<file path="src/rtl/snes_rom_loader.sv">
// snes_rom_loader: captures the SNES header of a ROM load and streams the payload to SDRAM as 16-bit words
// Ports:
//   clk, resetn                 clock and synchronous active-low reset
//   rom_loading/rom_do/_valid   byte stream from iosys; level marks a load, strobe per byte
//   mem_req/addr/wdata/ready    SDRAM word write: req held until a one-cycle ready pulse
//   map_ctrl..ram_size          header bytes 0x15..0x18
//   rom_mask, ram_mask          address masks decoded from the header size bytes
//   header_valid, rom_loaded    header captured / load finished with all writes done
//   error                       sticky: word dropped on FIFO full or address overflow
module snes_rom_loader #(
  parameter int ADDR_WIDTH = 23,
  parameter int FIFO_DEPTH = 4
) (
  input  logic                  clk,
  input  logic                  resetn,
  input  logic                  rom_loading,
  input  logic [7:0]            rom_do,
  input  logic                  rom_do_valid,
  output logic                  mem_req,
  output logic [ADDR_WIDTH-2:0] mem_addr,
  output logic [15:0]           mem_wdata,
  input  logic                  mem_ready,
  output logic [7:0]            map_ctrl,
  output logic [7:0]            rom_type,
  output logic [7:0]            rom_size,
  output logic [7:0]            ram_size,
  output logic [22:0]           rom_mask,
  output logic [19:0]           ram_mask,
  output logic                  header_valid,
  output logic                  rom_loaded,
  output logic                  error
);
  localparam int PW = $clog2(FIFO_DEPTH);
  localparam int EW = ADDR_WIDTH + 15;
  typedef enum logic [1:0] {IDLE, LOAD, DRAIN, DONE} state_t;
  state_t state;
  logic loading_q, pend, over, stale;
  logic [6:0] hdr_cnt;
  logic [ADDR_WIDTH-1:0] n;
  logic [7:0] low;
  logic [EW-1:0] fifo [FIFO_DEPTH];
  logic [PW-1:0] wr_ptr, rd_ptr;
  logic [PW:0] count;
  logic rise, fall, hdr, pay, word_done, push_try, full, push, pop;
  logic [EW-1:0] push_word;
  logic [22:0] rom_mask_d;
  logic [19:0] ram_mask_d;
  // A byte arriving with the falling edge is folded into the flush, so at most
  // one word is pushed per cycle. The word address is n>>1 in every case: a
  // pending even byte leaves n odd but still inside the same word.
  always_comb begin
    rise = rom_loading & ~loading_q;
    fall = ~rom_loading & loading_q;
    hdr = (state == LOAD) & rom_do_valid & ~hdr_cnt[6];
    pay = (state == LOAD) & rom_do_valid & hdr_cnt[6];
    word_done = pay & n[0];
    push_try = word_done | ((state == LOAD) & fall & (pay ? ~n[0] : pend));
    full = count == (PW+1)'(FIFO_DEPTH);
    push = push_try & ~over & ~full;
    pop = mem_req & mem_ready & ~stale;
    push_word = {n[ADDR_WIDTH-1:1], word_done ? rom_do : 8'h00, (pay & ~n[0]) ? rom_do : low};
    rom_mask_d = (rom_size >= 8'd13) ? '1 : (23'd1024 << rom_size) - 23'd1;
    ram_mask_d = (ram_size == 8'd0) ? '0 : (ram_size >= 8'd10) ? '1 : (20'd1024 << ram_size) - 20'd1;
  end
  always_ff @(posedge clk)
    if (push) fifo[wr_ptr] <= push_word;
  always_ff @(posedge clk) begin
    if (!resetn) begin
      state <= IDLE;
      loading_q <= 1'b0;
      pend <= 1'b0;
      over <= 1'b0;
      stale <= 1'b0;
      hdr_cnt <= '0;
      n <= '0;
      low <= '0;
      wr_ptr <= '0;
      rd_ptr <= '0;
      count <= '0;
      mem_req <= 1'b0;
      mem_addr <= '0;
      mem_wdata <= '0;
      map_ctrl <= '0;
      rom_type <= '0;
      rom_size <= '0;
      ram_size <= '0;
      rom_mask <= '0;
      ram_mask <= '0;
      header_valid <= 1'b0;
      rom_loaded <= 1'b0;
      error <= 1'b0;
    end else begin
      loading_q <= rom_loading;
      if (rise) begin
        state <= LOAD;
        pend <= 1'b0;
        over <= 1'b0;
        hdr_cnt <= '0;
        n <= '0;
        wr_ptr <= '0;
        rd_ptr <= '0;
        count <= '0;
        map_ctrl <= '0;
        rom_type <= '0;
        rom_size <= '0;
        ram_size <= '0;
        rom_mask <= '0;
        ram_mask <= '0;
        header_valid <= 1'b0;
        rom_loaded <= 1'b0;
        error <= 1'b0;
      end else begin
        if (state == LOAD && fall) state <= DRAIN;
        else if (state == DRAIN && count == '0 && !mem_req) state <= DONE;
        if (hdr) begin
          hdr_cnt <= hdr_cnt + 7'd1;
          if (hdr_cnt == 7'h15) map_ctrl <= rom_do;
          if (hdr_cnt == 7'h16) rom_type <= rom_do;
          if (hdr_cnt == 7'h17) rom_size <= rom_do;
          if (hdr_cnt == 7'h18) ram_size <= rom_do;
          if (hdr_cnt == 7'd63) begin
            header_valid <= 1'b1;
            rom_mask <= rom_mask_d;
            ram_mask <= ram_mask_d;
          end
        end
        // over marks byte counts past the address range; n keeps wrapping so parity stays right
        if (pay) begin
          n <= n + ADDR_WIDTH'(1);
          over <= over | (&n);
          pend <= ~n[0];
          if (!n[0]) low <= rom_do;
        end
        if (fall) pend <= 1'b0;
        if (push) wr_ptr <= wr_ptr + PW'(1);
        if (pop) rd_ptr <= rd_ptr + PW'(1);
        count <= count + (PW+1)'(push) - (PW+1)'(pop);
        if (push_try & (over | full)) error <= 1'b1;
        if (state == DONE) rom_loaded <= 1'b1;
      end
      // A request left over from a previous load completes without popping the freshly cleared FIFO
      if (mem_req) mem_req <= ~mem_ready;
      else if (count != '0 && !rise) begin
        mem_req <= 1'b1;
        {mem_addr, mem_wdata} <= fifo[rd_ptr];
      end
      stale <= mem_req & ~mem_ready & (stale | rise);
    end
  end
endmodule

</file>
<file path="config.mk">
export PLATFORM = sky130hd
export DESIGN_NAME = snes_rom_loader
export DESIGN_NICKNAME = d
export VERILOG_FILES = /design/src/rtl/snes_rom_loader.sv
export SDC_FILE = /design/constraint.sdc
export NUM_CORES = 1
export LEC_CHECK = 0
export ABC_CLOCK_PERIOD_IN_PS = 2800
export CORE_MARGIN = 1
export CORE_UTILIZATION = 25
export CTS_BUF_LIST = sky130_fd_sc_hd__clkbuf_4
export DETAILED_ROUTE_END_ITERATION = 7
export PLACE_DENSITY = 0.54
export SYNTH_ARGS = -nofsm -noshare
export SYNTH_HDL_FRONTEND = slang
export SYNTH_SLANG_ARGS = --single-unit
</file>
<file path="constraint.sdc">
create_clock -name clk -period 2.8 [get_ports clk]
set_input_delay 0.56 -clock clk [delete_from_list [all_inputs] [get_ports clk]]
set_output_delay 0.56 -clock clk [all_outputs]
set_load 0.02 [all_outputs]
</file>
==> key figures <==
Outcome
  – Status: complete, no violations

Layout
  – Final Util: 0.3208
  – Area growth from synthesis to layout: 26.75%
  – Final net count: 1,185
  – Fraction of layout cells with a size suffix above 1: 0.1985

Timing
  – Sum of negative setup slack: 0 ns
  – FMAX: 384.0 MHz
  – Fin crit period: 2.604 ns
  – Final setup viols: 0
  – Tcrit/Tclk final: 0.9300
  – Relative slew slack: 0.6254
  – Final hold viol count: 0
  – Final worst setup slack: 0.1960 ns
  – Final Max Slew Viols: 0
  – Unrepaired setup endpoints after global routing: no
  – Clock Skew: 0.06606 ns
  – Least-Margin Pin Slew: 0.5576 ns

Placed design
  – Number of port buffers: 129
  – Gpl congestion: 0.7854
  – Place WS: -0.4642 ns
  – Dpl hpwl: 18.45 mm

Global routing
  – First-pass GRT wire length: 46.53 mm
  – Tot GR Track Use: 0.1212
  – GR Overflow Total: 0
  – Vias in the first global route: 8,273
  – Initial antenna violation count: 3
  – Largest net degree at the start of global routing: 61

Floorplan
  – Die X: 221.8 um
  – Ports: 130
  – Core Rows: 80
  – Die height: 221.8 um
  – Core area: 0.04775 mm^2
  – Starting Density: 0.2531
  – Die ar.: 0.04922 mm^2

Pwr
  – Power share of the combinational group: 0.015
  – Maximum vdd drop: 0.0002518 V
  – Pint: 0.006685 W
  – Power density cells: 562.1 mW/mm^2
  – Seq pwr share: 0.533
  – Clock power share: 0.451
  – Leakage: 5.327 nW
  – Sw frac: 0.2234
  – NetSw: 0.001923 W

Setup path
  – CP max-delay cell: clkdlybuf4s50_1
  – Crit path launch: rom_size[1]
  – Worst path cell trace: clkdlybuf4s50_1
  – Levels on crit path: 1
  – CP Max Fanout: 17
  – Crit path max-delay family: buffers and inverters
  – Capturing point of the worst reg2reg path: count[2]
  – WP buf/inv: 1
  – CP startpoint kind: register
  – CP Class: reg2out
  – R2r setup slk: 0.32 ns
  – R2r startpoint: state[1]
  – CP arrival: 2.04 ns
  – Worst EP required: 2.24 ns
  – Slowest Stage Delay on Critical Path: 0.71 ns
  – Critical path capture point type: output pin
  – FF-to-FF path depth: 11

Clock tree
  – Resized Gates After CTS: 0
  – Clock latency on the worst-skew pair: 0.75 ns
  – Root buffer cell: clkbuf_4
  – Total CTS buffers: 83
  – H-tree Lvls: 3
  – Clk pin slew, worst setup/hold paths: 0.07 ns
  – # clock sinks: 301
  – Post-CTS Hold Buffers: 0
  – Max clock buf depth: 3
  – Post-CTS Setup Bufs: 0
  – Clock tree from TritonCTS: done

Logic synthesis
  – Synth area leaders: edfxtp_1 (38%), dfxtp_1 (25%), mux4_2 (7.1%)
  – Synthesized cell area: 0.01208 mm^2
  – Main flop type after synthesis: edfxtp_1
  – Synth Register Bits: 301
  – Seq/Total Area, Yosys: 0.6246
  – Leading area contributor after synthesis: edfxtp_1
  – Synthesized area per cell: 12.50 um^2
  – Synth Warn #: 0
  – Cells after synthesis: 967
  – Post-synth EDFFs: 152
  – Post-Syn Nets: 994
  – Synth unique cells: 64
  – Most frequent cells after synthesis: edfxtp_1 (152), dfxtp_1 (149), nand2_1 (106), nor2_1 (91), a21oi_1 (68)
  – Top-area cell type share of the netlist area: 0.3778
  – Top-count cell post-synth: edfxtp_1
  – Asr flop ratio synth: 0

Run
  – Max-cap viol count: 0

Route
  – Detail Route Antenna Nets: 0
  – DRC viols: 0
  – First-pass DRT Iterations: 4
  – Initial DRC Count: 441
  – Final wirelength: 29.07 mm
  – Vias per Instance: 4.410
  – Avg WL per Cell: 15.84 um
  – Vias: 8,093

Hold path
  – Hold depth: 2
  – Hold crit path type: reg2reg
  – Hold endpoint: mem_addr[5]
  – Hold_sp: mem_addr[5]
## worst max path at each step
stage | to | slack, ns
after detailed placement | count[2] | -0.46
after CTS | rom_size[1] | 0.13
after global placement | count[2] | -0.44
final | rom_size[1] | 0.20
after floorplan | count[2] | 0.004
after global routing | rom_size[1] | 0.06
## state kept, by name, summed over array words and instances, names as in the netlist, 3 cells and up
register,count
map_ctrl,8
low,8
ram_mask,11
ram_size,8
fifo,152
count,3
mem_wdata,16
rom_size,8
n,23
rom_type,8
hdr_cnt,7
rom_mask,14
mem_addr,22
## cell usage in the layout, fill, tap and decap left out, types with 3 or more instances in the layout
cell               n
edfxtp_1         152
dfxtp_1          148
clkdlybuf4s50_1  129
clkbuf_4         119
nand2_1          106
nor2_1            91
a21oi_1           68
buf_4             46
mux2i_1           42
mux4_2            38
o21ai_0           25
inv_1             18
clkinv_1          18
nand3_1           17
and2_1            14
ha_1              13
nor3_1            12
or3_1             12
and3_1            11
xnor2_1           11
o31ai_1           10
nand4_1           10
xor2_1             9
mux2_2             8
buf_12             8
nor4_1             6
or4_1              5
and4_1             5
a211oi_1           5
nor4bb_1           4
a31oi_1            4
clkinv_2           4
nor2b_1            3
nand4_2            3
a311oi_1           3
o21a_1             3
## power by group through the flow
| stage | Clock [W] | Combinational (W) | Sequential, W |
|---|---|---|---|
| 5_1_grt | 0.00433 | 0.000146 | 0.00459 |
| 3_3_place_gp | 0 | 0.000137 | 0.00469 |
| 6_report | 0.00389 | 0.000133 | 0.00459 |
| 2_1_floorplan | 0 | 0.0000508 | 0.00469 |
| 4_1_cts | 0.00408 | 0.000137 | 0.00459 |
| 3_5_place_dp | 0 | 0.000138 | 0.00469 |
## stage by stage
| stage | total power, W | hold slack (ns) | std cells | instance area [um^2] |
|---|---|---|---|---|
| 6_report | 0.008608 | 0.4533 | 1835 | 15310 |
| 5_1_grt | 0.009057 | 0.4769 | 1835 | 15310 |
| 4_1_cts | 0.008801 | 0.4202 | 1834 | 15310 |
| 3_5_place_dp | 0.004823 | 0.4491 | 1688 | 14270 |
| 3_3_place_gp | 0.004822 | 0.4455 | 1688 | 14270 |
| 2_1_floorplan | 0.004736 | 0.4415 | 967 | 12080 |
## cells by family (layout without fill, tap and decap cells)
group / Yosys count / after routing / share of synthesized area
AOI/OAI and AO/OA: 135 / 135 / 0.06617
xor gates and xnor gates: 20 / 20 / 0.01450
adders and majority gates: 14 / 14 / 0.01512
buffers and inverters: 95 / 347 / 0.03749
DFF: 301 / 301 / 0.6246
muxes: 88 / 88 / 0.1131
other: 0 / 1 / 0
and+or+nand+nor: 314 / 314 / 0.1290
## cell type report
class	count	area (um^2)
fillers	4834	32430
flip-flops and latches	301	7548
multi-input cells	571	4090
repair buffers	183	1797
clock buffers	119	893.4
well taps	615	769.5
clock inverters	27	146.4
inverters	18	67.56
diodes	1	2.502
## routing by layer
| metal | track usage | wire, um | vias to the layer above |
|---|---|---|---|
| met3 | 0.04029 | 1945 | 61 |
| met1 | 0.1566 | 13440 | 3862 |
| met2 | 0.1851 | 12910 | 221 |
| met5 | 0 | 12 | - |
| li1 | - | - | 3947 |
| met4 | 0.05108 | 759 | 2 |
No activity file was read; power rests on OpenSTA's default activity.
